===== src/rtl/pipe_stage_skid.sv =====
// Inter-stage pipeline register with valid/ready handshake and a 2-entry skid
// buffer. in_ready comes straight from a flop, so there is no combinational path
// from out_ready back to the upstream stage. The stage also has a synchronous
// flush and a saturating counter of downstream stall cycles.
module pipe_stage_skid #(
    parameter int unsigned          DATA_W    = 32,
    parameter logic [DATA_W-1:0]    FLUSH_VAL = '0,
    parameter int unsigned          CNT_W     = 16
) (
    input  logic              clk,
    input  logic              rst,
    input  logic              flush,
    input  logic              in_valid,
    output logic              in_ready,
    input  logic [DATA_W-1:0] in_data,
    output logic              out_valid,
    input  logic              out_ready,
    output logic [DATA_W-1:0] out_data,
    output logic [1:0]        occupancy,
    output logic [CNT_W-1:0]  stall_cnt
);

    // Main entry drives the outputs. The skid entry catches the word that was
    // accepted while the main entry was blocked.
    logic              m_v;
    logic              s_v;
    logic [DATA_W-1:0] m_d;
    logic [DATA_W-1:0] s_d;
    logic              push;
    logic              pop;

    assign in_ready  = !s_v;
    assign out_valid = m_v;
    assign out_data  = m_d;
    assign occupancy = {1'b0, m_v} + {1'b0, s_v};
    assign push      = in_valid && in_ready;
    assign pop       = m_v && out_ready;

    // Entry storage: reset beats flush, flush beats handshake. Data registers
    // are written only on push, pop, flush or reset.
    always_ff @(posedge clk) begin
        if (!rst || flush) begin
            m_v <= 1'b0;
            s_v <= 1'b0;
            m_d <= FLUSH_VAL;
            s_d <= FLUSH_VAL;
        end else if (!m_v) begin
            // EMPTY
            if (push) begin
                m_v <= 1'b1;
                m_d <= in_data;
            end
        end else if (!s_v) begin
            // ONE
            if (push && pop) begin
                m_d <= in_data;
            end else if (push) begin
                s_v <= 1'b1;
                s_d <= in_data;
            end else if (pop) begin
                m_v <= 1'b0;
            end
        end else begin
            // TWO: in_ready is low, so only a pop can move the state
            if (pop) begin
                m_d <= s_d;
                s_v <= 1'b0;
            end
        end
    end

    // Stall counter: counts cycles where valid output is held back. It
    // saturates at all-ones, and a flush does not clear it.
    always_ff @(posedge clk) begin
        if (!rst) begin
            stall_cnt <= '0;
        end else if (!flush && m_v && !out_ready && (stall_cnt != '1)) begin
            stall_cnt <= stall_cnt + CNT_W'(1);
        end
    end

endmodule


===== config.mk =====
export PLATFORM = sky130hd
export DESIGN_NAME = pipe_stage_skid
export DESIGN_NICKNAME = d
export VERILOG_FILES = /design/src/rtl/pipe_stage_skid.sv
export SDC_FILE = /design/constraint.sdc
export NUM_CORES = 1
export LEC_CHECK = 0
export ABC_AREA = 1
export CAP_MARGIN = 20
export CORE_ASPECT_RATIO = 0.75
export CORE_MARGIN = 5
export CORE_UTILIZATION = 49
export DETAILED_ROUTE_END_ITERATION = 12
export PLACE_DENSITY = 0.89
export SLEW_MARGIN = 40
export SYNTH_ARGS = -nofsm -noshare
export SYNTH_HDL_FRONTEND = slang
export SYNTH_SLANG_ARGS = --single-unit
export TNS_END_PERCENT = 10

===== constraint.sdc =====
create_clock -name clk -period 1.7 [get_ports clk]
set_input_delay 0.34 -clock clk [delete_from_list [all_inputs] [get_ports clk]]
set_output_delay 0.34 -clock clk [all_outputs]
set_load 0.05 [all_outputs]

# Word-level counts from Yosys, hierarchy flattened
# Index checks and enable logic that the tools add are counted.
word_totals:
  regBits: 82
  latchBits: 0
  ram_bits: 0
  mem_bits_ro: 0
  inputBits: 37
  out_inout_bits: 52
  wordCells: 39
  memories: 0
op_classes:
  n_addsub: 2
  mul: 0
  div: 0
  order_cmp: 0
  eq_ne: 3
  shifts: 0
  mux: 13
  bitwise_logic: 2
  reduce_logical: 14
ops:
  columns: ["op", "n"]
  rows:
  - ["32-bit 2-to-1 mux", 5]
  - ["16-bit by 1-bit adder with 16-bit output (second input constant)", 1]
  - ["16-bit != test (second input constant)", 1]
  - ["1-bit 2-to-1 mux", 8]
  - ["1-bit logical AND", 6]
  - ["1-bit zero test", 4]
  - ["4-bit AND reduction", 1]
  - ["3-bit by 1-bit != test with 1-bit output (second input constant)", 1]
  - ["3-bit by 2-bit != test with 1-bit output (second input constant)", 1]
  - ["3-bit AND reduction", 1]
  - ["1-bit by 1-bit adder with 2-bit output", 1]
  - ["1-bit inverter", 2]
  - ["2-bit nonzero test", 1]
  - ["1-bit logical OR", 1]

# Logic depth before layout (Yosys ltp)
# Gate-level depths: netlist of run 1.
depth:
  depth_word: 6
  mapped_depth: 9
  depth_no_buf: 9

# Least setup slack after synthesis of run 1
# OpenSTA, ideal clock, no wires.
synth_timing:
  path_type: "reg-to-reg"
  start: "register m_v (netlist: out_valid)"
  end: "register m_d[18] (netlist: out_data[18])"
  setup_time_ns: 0.116
  arrival_ns: 1.925
  required_ns: 1.584
  slack_ns: -0.341
  path_stages_with_launch: 8
  path_buffers: 1
  synth_period_minus_slack_ns: 2.041
  path_cell_list: "dfxtp_1 -> ha_1 -> o21ai_1 -> nand2_2 -> inv_2 -> buf_2 -> nor2_1 -> nor2_1"
synth_between:
  elab_chain_cells: 4
  word_cells_on_any_way: 7
  classes_between: "2 x eq/ne; 1 x mux; 4 x reduce/logical"
synth_lines:
  columns: ["item", "line", "text"]
  rows:
  - ["start, declared", "25", "logic m_v;"]
  - ["start signal, assigned", "43", "m_v <= 1'b0;"]
  - ["start signal, assigned", "50", "m_v <= 1'b1;"]
  - ["start signal, assigned", "61", "m_v <= 1'b0;"]
  - ["1-bit logical AND", "37", "assign pop = m_v && out_ready;"]
  - ["1-bit logical AND", "55", "if (push && pop) begin"]
  - ["3-bit by 1-bit != test with 1-bit output (no line)", null, null]
  - ["3-bit AND reduction (no line)", null, null]
  - ["end signal, assigned", "51", "m_d <= in_data;"]
  - ["end signal, assigned", "56", "m_d <= in_data;"]
  - ["end, declared", "27", "logic [DATA_W-1:0] m_d;"]
# Several ways; a longest one is shown, not always the timed one.
# A chain may end at the register's enable or synchronous reset.

# Worst setup path in the final report of run 1
layout_timing:
  start: "register stall_cnt[1]"
  end: "register stall_cnt[15]"
layout_between:
  elab_chain_cells: 2
  word_cells_on_any_way: 3
  classes_between: "1 x add/sub; 1 x eq/ne; 1 x reduce/logical"
layout_lines:
  columns: ["item", "line", "text"]
  rows:
  - ["start, declared", "20", "output logic [CNT_W-1:0] stall_cnt"]
  - ["start signal, assigned", "78", "stall_cnt <= stall_cnt + CNT_W'(1);"]
  - ["parallel branches: the longest is 2 deep, another holds 16-bit by 1-bit adder with 16-bit output", null, null]
# Parallel ways; which one is timed is not known.

==> qor.csv, run 1 <==
stage,metric,value,unit
outcome,status,"finished, final reports clean",
sta,timing.hold.ws,0.447,ns
pwr,seqPwrFrac,50.3,%
global_route,gr-usage-all-layers,21.0,%
die,ios,89,
global_route,antenna_found_initial,0,
finish,design_area,0.00488,sq mm
global_route,overflow,0,
setup_path,worst_r2r_path_depth,6,
synthesis,synth-compound-area-share,15.3,%
global_route,use_met2,34.1,%
synthesis,synth-xor-area-share,0.237,%
global_route,grt_max_degree,47,
sta,worstMarginPinSlew,0.293,ns
job,cap_viol_max_count,0,
setup_path,path_cells,ha_2 -> inv_1 -> nor2_1 -> nand4_2 -> a21oi_1 -> nor2_1,
sta,drv_slew,0,
pwr,ir_worst_vdd,0.590,mV
setup_path,arrival,1.84,ns
synthesis,synth_area,0.00369,sq mm
pwr,internal-power,2.89,mW
clock_tree,htreeDepth,3,
sta,skew,0.00931,ns
clock_tree,cts_setup_buffers,0,
pwr,combPwrFrac,15.1,%
finish,nFillCells,639,
clock_tree,cts_root_buf,clkbuf_8,
synthesis,synth_seq_cells,82,
pwr,switching_share,27.3,%
sta,hold_viol,0,
sta,rsz0062_at_grt,no,
clock_tree,path_clk_slew,0.09,ns
detailed_routing,antenna_left,0,
synthesis,ys_types,24,
global_route,grt_pass1_wl,15800,microns
worst_hold_path,hold_class,flip-flop to flip-flop,
synthesis,muxShareOfSynthArea,0,%
setup_path,critPathSlowestCell,dfxtp_1,
placement,place_congestion,0.925,
worst_hold_path,min_to,s_d[7]$_SDFFE_PP0P_,
placement,dpl_cell_area,0.00468,sq mm
die,die_area,0.00939,sq mm
global_route,grt_pass1_vias,3491,
setup_path,reg2reg_to,stall_cnt[15]$_SDFFE_PN0P_,
synthesis,synth_top_family_by_area,simple AND/OR/NAND/NOR gates,
setup_path,critical_path_class,flip-flop to flip-flop,
pwr,p_per_area,814,mW/mm^2
synthesis,yosys.area.top_type_share,44.5,%
synthesis,synthCells,548,
finish,diodes,0,
synthesis,yosysTopAreaCell,dfxtp_1,
synthesis,syn_nets,588,
finish,final_common_cell,nor2_1,
sta,maxSlewHeadroom,80.4,%
clock_tree,clock_latency,0.34,ns
setup_path,path_max_fanout,10,
placement,pre_cts_slack,-0.0692,ns
detailed_routing,first_pass_iters,4,
setup_path,worst_setup_path_end_kind,flip-flop,
clock_tree,clock_sinks,82,
synthesis,synthAdderAreaFrac,1.02,%
finish,mostFrequentLayoutCells,"nor2_1 (133), nand2_1 (107), dfxtp_1 (80)",
global_route,grt.met1_usage,26.6,%
pwr,p_leak,2.14,nW
detailed_routing,vias,3735,
global_route,grt-busiest-layer,met2,
pwr,switchingPower,1.08,mW
placement,port_buffers,88,
die,coreArea,0.00733,sq mm
sta,max_freq,619,MHz
detailed_routing,vias_per_cell,5.02,
synthesis,synth-simple-area-share,30.6,%
die,rows,27,
die,dieHeight,85.2,microns
pwr,clock_power_share,34.6,%
sta,finalSetupViolCount,0,
finish,area_growth,32.1,%
worst_hold_path,min_from,s_d[7]$_SDFFE_PP0P_,
finish,drive_gt1_share,17.4,%
placement,dp_hpwl,7100,microns
setup_path,slowest_delay,0.44,ns
detailed_routing,wirelength,9650,microns
detailed_routing,drc,0,
clock_tree,clock_path_buffers,2,
die,die_x,110,microns
global_route,use_met3,6.24,%
finish,fin_nets,678,
synthesis,syn_avg_cell_area,6.74,sq um
worst_hold_path,hold_path_depth,2,
sta,timing.final.crit_share,95.1,%
setup_path,regToRegSetupSlack,0.08,ns
detailed_routing,wl_per_cell,13.0,microns
finish,seqCellArea,0.00164,sq mm
clock_tree,cts_tree,built,
setup_path,r2r-start,stall_cnt[1]$_SDFFE_PN0P_,
setup_path,crit_path_frequent_cell,nor2_1,
clock_tree,cts_buffers,9,
clock_tree,cts_hold_buf,0,
synthesis,synth-seq-area-share,44.5,%
die,start_util,50.3,%
sta,setup_tns,0,ns
sta,setup_slack,0.0840,ns
detailed_routing,drtIter0Drc,201,
synthesis,ys_warn_count,0,
synthesis,yosys-top-cells-area,"dfxtp_1 (44%), nor2_1 (14%), nand2_1 (11%)",
setup_path,crit_path_start_kind,flip-flop,
sta,post-route-min-period,1.62,ns
finish,multiInputGateArea,0.00175,sq mm
setup_path,required,1.93,ns
## kinds of logic after synthesis
logic type      after synthesis
compound gates              113
xor+xnor                      1
fa+ha+maj                     3
buf+inv                      72
flops                        82
simple gates                277
## how the worst max path moves through the flow
stage / from / end / slack, ns / depth (start not counted)
4_1_cts: s_v$_SDFFE_PP0P_ / occupancy[0] / 0.009 / 4
5_1_grt: s_v$_SDFFE_PP0P_ / occupancy[0] / 0.02 / 4
3_5_place_dp: flush / s_d[8]$_SDFFE_PP0P_ / -0.07 / 6
2_1_floorplan: stall_cnt[0]$_SDFFE_PN0P_ / stall_cnt[7]$_SDFFE_PN0P_ / -0.02 / 6
6_report: stall_cnt[1]$_SDFFE_PN0P_ / stall_cnt[15]$_SDFFE_PN0P_ / 0.08 / 6
3_3_place_gp: out_ready / stall_cnt[15]$_SDFFE_PN0P_ / -0.02 / 9
## repair_timing
action	CTS	global route
setup endpoints to repair	0	3
hold endpoints to repair	0	0
gates resized for setup	0	2
## registers in the layout, indices dropped and copies added (netlist names)
signal,cells
out_valid,1
s_d,32
stall_cnt,16
out_data,32
s_v,1
## layer usage
metal  routed length [microns]  vias up  part of all wire (%)
met5                         0        -                     0
met4                       114        0                   1.2
met3                       709       12                   7.3
met2                      4560      115                    47
met1                      4260     1698                    44
li1                          -     1910                     -
## Yosys cell counts, drive strengths merged
cell type,number
nor2,140
nand3b,2
nand2,113
dfxtp,82
clkbuf,11
nand3,19
buf,17
inv,44
nand4,2
a21oi,29
nor3,1
xnor2,1
o21ai,84
ha,3
## worst max-delay path, delay by kind of cell (launching register included)
kind	cells	cell delay (ns)
buffers and inverters	1	0.05
AOI/OAI and AO/OA	1	0.25
DFF	1	0.44
adders and majority gates	1	0.28
and+or+nand+nor	3	0.48
## power groups by stage
| stage | logic, mW | clock network, mW | registers, mW |
|---|---|---|---|
| 3_5_place_dp | 0.599 | 0 | 2.04 |
| 2_1_floorplan | 0.201 | 0 | 2.18 |
| 5_1_grt | 0.647 | 1.50 | 2.00 |
| 4_1_cts | 0.601 | 1.41 | 2.00 |
| 3_3_place_gp | 0.587 | 0 | 2.04 |
| 6_report | 0.600 | 1.37 | 2.00 |
## stage by stage
stage	utilization, %	total power [mW]	cells
2_1_floorplan	-	2.39	548
3_3_place_gp	63.8	2.63	728
3_5_place_dp	63.8	2.64	728
4_1_cts	66.5	4.00	744
5_1_grt	66.5	4.15	744
6_report	66.5	3.97	744
## final cells by class
class | count | area share [%]
clock buffers | 10 | 2.62
multi-input cells | 394 | 35.9
well taps | 101 | 2.59
clock inverters | 6 | 1.39
repair buffers | 107 | 20.4
inverters | 44 | 3.39
flip-flops and latches | 82 | 33.7
No activity file was read; power rests on OpenSTA's default activity.
==> run 2, diff against run 1 <==
==> constraint.sdc (replaced) <==
create_clock -name clk -period 1.7 [get_ports clk]
set_input_delay 0.51 -clock clk [delete_from_list [all_inputs] [get_ports clk]]
set_output_delay 0.51 -clock clk [all_outputs]
set_load 0.05 [all_outputs]
==> run 2 against run 1 <==
Die area did not move. Global-route usage increased by 3.1 points. Sequential power is essentially flat. Routed wire length rose by 14%.
==> qor.csv, run 2 (synthesis results as in run 1) <==
stage,metric,value,unit,change
pwr,switching_share,26.7,%,was 27.3%
detailed_routing,vias,3976,,"was 3,735"
pwr,internal-power,3.14,mW,was 2.89 mW
die,rows,27,,unchanged
pwr,finalPower,4.28,mW,was 3.97 mW
placement,place_congestion,0.940,,was 0.925
detailed_routing,antenna_left,0,,unchanged
clock_tree,path_clk_slew,0.08,ns,was 0.09 ns
global_route,antenna_found_initial,0,,unchanged
sta,timing.final.crit_share,99.3,%,was 95.1%
sta,max_freq,593,MHz,was 619 MHz
global_route,grt_pass1_wl,17900,microns,"was 15,800 microns"
die,ios,89,,unchanged
detailed_routing,first_pass_iters,5,,was 4
global_route,grt_max_degree,49,,was 47
die,coreArea,0.00733,sq mm,unchanged
finish,design_area,0.00562,sq mm,was 0.00488 sq mm
pwr,p_per_area,761,mW/mm^2,was 814 mW/mm^2
setup_path,arrival,1.18,ns,was 1.84 ns
die,die_x,110,microns,unchanged
finish,mostFrequentLayoutCells,"nor2_1 (133), nand2_1 (107), dfxtp_1 (76)",,"was nor2_1 (133), nand2_1 (107), dfxtp_1 (80)"
pwr,clock_power_share,36.0,%,was 34.6%
detailed_routing,wirelength,11000,microns,was 9650 microns
detailed_routing,wl_per_cell,14.5,microns,was 13.0 microns
setup_path,path_cells,inv_4 -> ha_4 -> inv_2 -> buf_12,,was ha_2 -> inv_1 -> nor2_1 -> nand4_2 -> a21oi_1 -> nor2_1
clock_tree,htreeDepth,3,,unchanged
finish,final_common_cell,nor2_1,,unchanged
detailed_routing,drc,0,,unchanged
sta,finalSetupViolCount,0,,unchanged
detailed_routing,vias_per_cell,5.27,,was 5.02
clock_tree,clock_sinks,82,,unchanged
global_route,gr-usage-all-layers,24.1,%,was 21.0%
worst_hold_path,hold_class,flip-flop to flip-flop,,unchanged
pwr,seqPwrFrac,47.1,%,was 50.3%
die,start_util,50.3,%,unchanged
placement,dp_hpwl,7960,microns,was 7100 microns
pwr,switchingPower,1.14,mW,was 1.08 mW
detailed_routing,drtIter0Drc,277,,was 201
clock_tree,cts_root_buf,clkbuf_8,,unchanged
sta,drv_slew,0,,unchanged
clock_tree,clock_path_buffers,2,,unchanged
sta,post-route-min-period,1.69,ns,was 1.62 ns
setup_path,critical_path_class,flip-flop to output port,,was flip-flop to flip-flop
setup_path,critPathSlowestCell,dfxtp_2,,was dfxtp_1
outcome,status,"finished, final reports clean",,unchanged
placement,port_buffers,88,,unchanged
finish,diodes,0,,unchanged
finish,finalCoreUtilization,76.7,%,was 66.5%
job,cap_viol_max_count,0,,unchanged
pwr,p_leak,2.37,nW,was 2.14 nW
sta,timing.hold.ws,0.455,ns,was 0.447 ns
sta,skew,0.00779,ns,was 0.00931 ns
die,die_area,0.00939,sq mm,unchanged
pwr,combPwrFrac,16.9,%,was 15.1%
setup_path,path_max_fanout,2,,was 10
sta,rsz0062_at_grt,yes,,was no
clock_tree,cts_hold_buf,0,,unchanged
sta,hold_viol,0,,unchanged
setup_path,worst_setup_path_end_kind,output port,,was flip-flop
pwr,ir_worst_vdd,0.536,mV,was 0.590 mV
setup_path,worst_r2r_path_depth,7,,was 6
global_route,overflow,0,,unchanged
setup_path,required,1.19,ns,was 1.93 ns
clock_tree,clock_latency,0.35,ns,was 0.34 ns
finish,fin_nets,689,,was 678
placement,dpl_cell_area,0.00535,sq mm,was 0.00468 sq mm
sta,maxSlewHeadroom,77.0,%,was 80.4%
global_route,grt_pass1_vias,3814,,"was 3,491"
clock_tree,cts_tree,built,,unchanged
clock_tree,cts_buffers,9,,unchanged
sta,worstMarginPinSlew,0.343,ns,was 0.293 ns
die,dieHeight,85.2,microns,unchanged
finish,area_growth,52.3,%,was 32.1%
worst_hold_path,hold_path_depth,2,,unchanged
setup_path,crit_path_start_kind,flip-flop,,unchanged
setup_path,slowest_delay,0.36,ns,was 0.44 ns
finish,drive_gt1_share,19.6,%,was 17.4%
setup_path,regToRegSetupSlack,0.08,ns,about the same
-- run 2: cell count changes in the layout (fill, tap and decap cells not counted), sizes merged --
| cell | before | now |
|---|---|---|
| clkbuf | 10 | 9 |
| bufinv | 1 | 2 |
| clkinv | 3 | 2 |
| buf | 71 | 82 |
-- run 2: worst max-delay path, delay by kind of cell (launching register included) --
family	cells	cell delay (ns)
fa+ha+maj	1	0.26
buf+inv	3	0.21
flops	1	0.36
-- run 2: worst paths after layout --
check                       startpoint                   endpoint
min                s_d[0]$_SDFFE_PP0P_        s_d[0]$_SDFFE_PP0P_
max reg2reg  stall_cnt[4]$_SDFFE_PN0P_  stall_cnt[1]$_SDFFE_PN0P_
max                   s_v$_SDFFE_PP0P_               occupancy[0]
min reg2reg        s_d[0]$_SDFFE_PP0P_        s_d[0]$_SDFFE_PP0P_
-- run 2: through the flow --
| step | TNS (ns) | setup slack (ns) | std cells |
|---|---|---|---|
| 3_3_place_gp | -6.25 | -0.163 | 736 |
| 4_1_cts | -0.00159 | -0.00159 | 754 |
| 5_1_grt | -0.114 | -0.0494 | 754 |
| 2_1_floorplan | -0.118 | -0.0216 | 548 |
| 3_5_place_dp | -9.37 | -0.197 | 736 |
| 6_report | 0 | 0.0127 | 754 |
-- run 2: power by group through the flow --
stage	Sequential, mW	Combinational [mW]	Clock, mW
after global placement	2.06	0.692	0
after detailed placement	2.06	0.713	0
final	2.02	0.721	1.54
after global routing	2.02	0.772	1.68
after CTS	2.02	0.723	1.56
after floorplan	2.18	0.201	0
-- run 2: per-layer routing --
| metal | GRT usage, % | part of all wire (%) | vias up |
|---|---|---|---|
| met5 | 0 | 0 | - |
| met4 | 7.94 | 2.2 | 0 |
| met2 | 39.5 | 50 | 197 |
| met3 | 7.60 | 7.9 | 28 |
| li1 | - | - | 1932 |
| met1 | 30.0 | 40 | 1819 |
-- run 2: repair_timing --
action	in CTS	in global routing
resized for setup	5	5
buffers inserted	3	0
pin swaps	1	1
hold endpoints to repair	0	0
endpoints found under the setup margin	1	7
-- run 2: area by class of cell --
type | count | area [sq um]
clock buffers | 9 | 124
repair buffers | 118 | 1690
multi-input cells | 394 | 1770
flip-flops and latches | 82 | 1650
fillers | 525 | 1710
inverters | 44 | 168
clock inverters | 6 | 92.6
well taps | 101 | 126
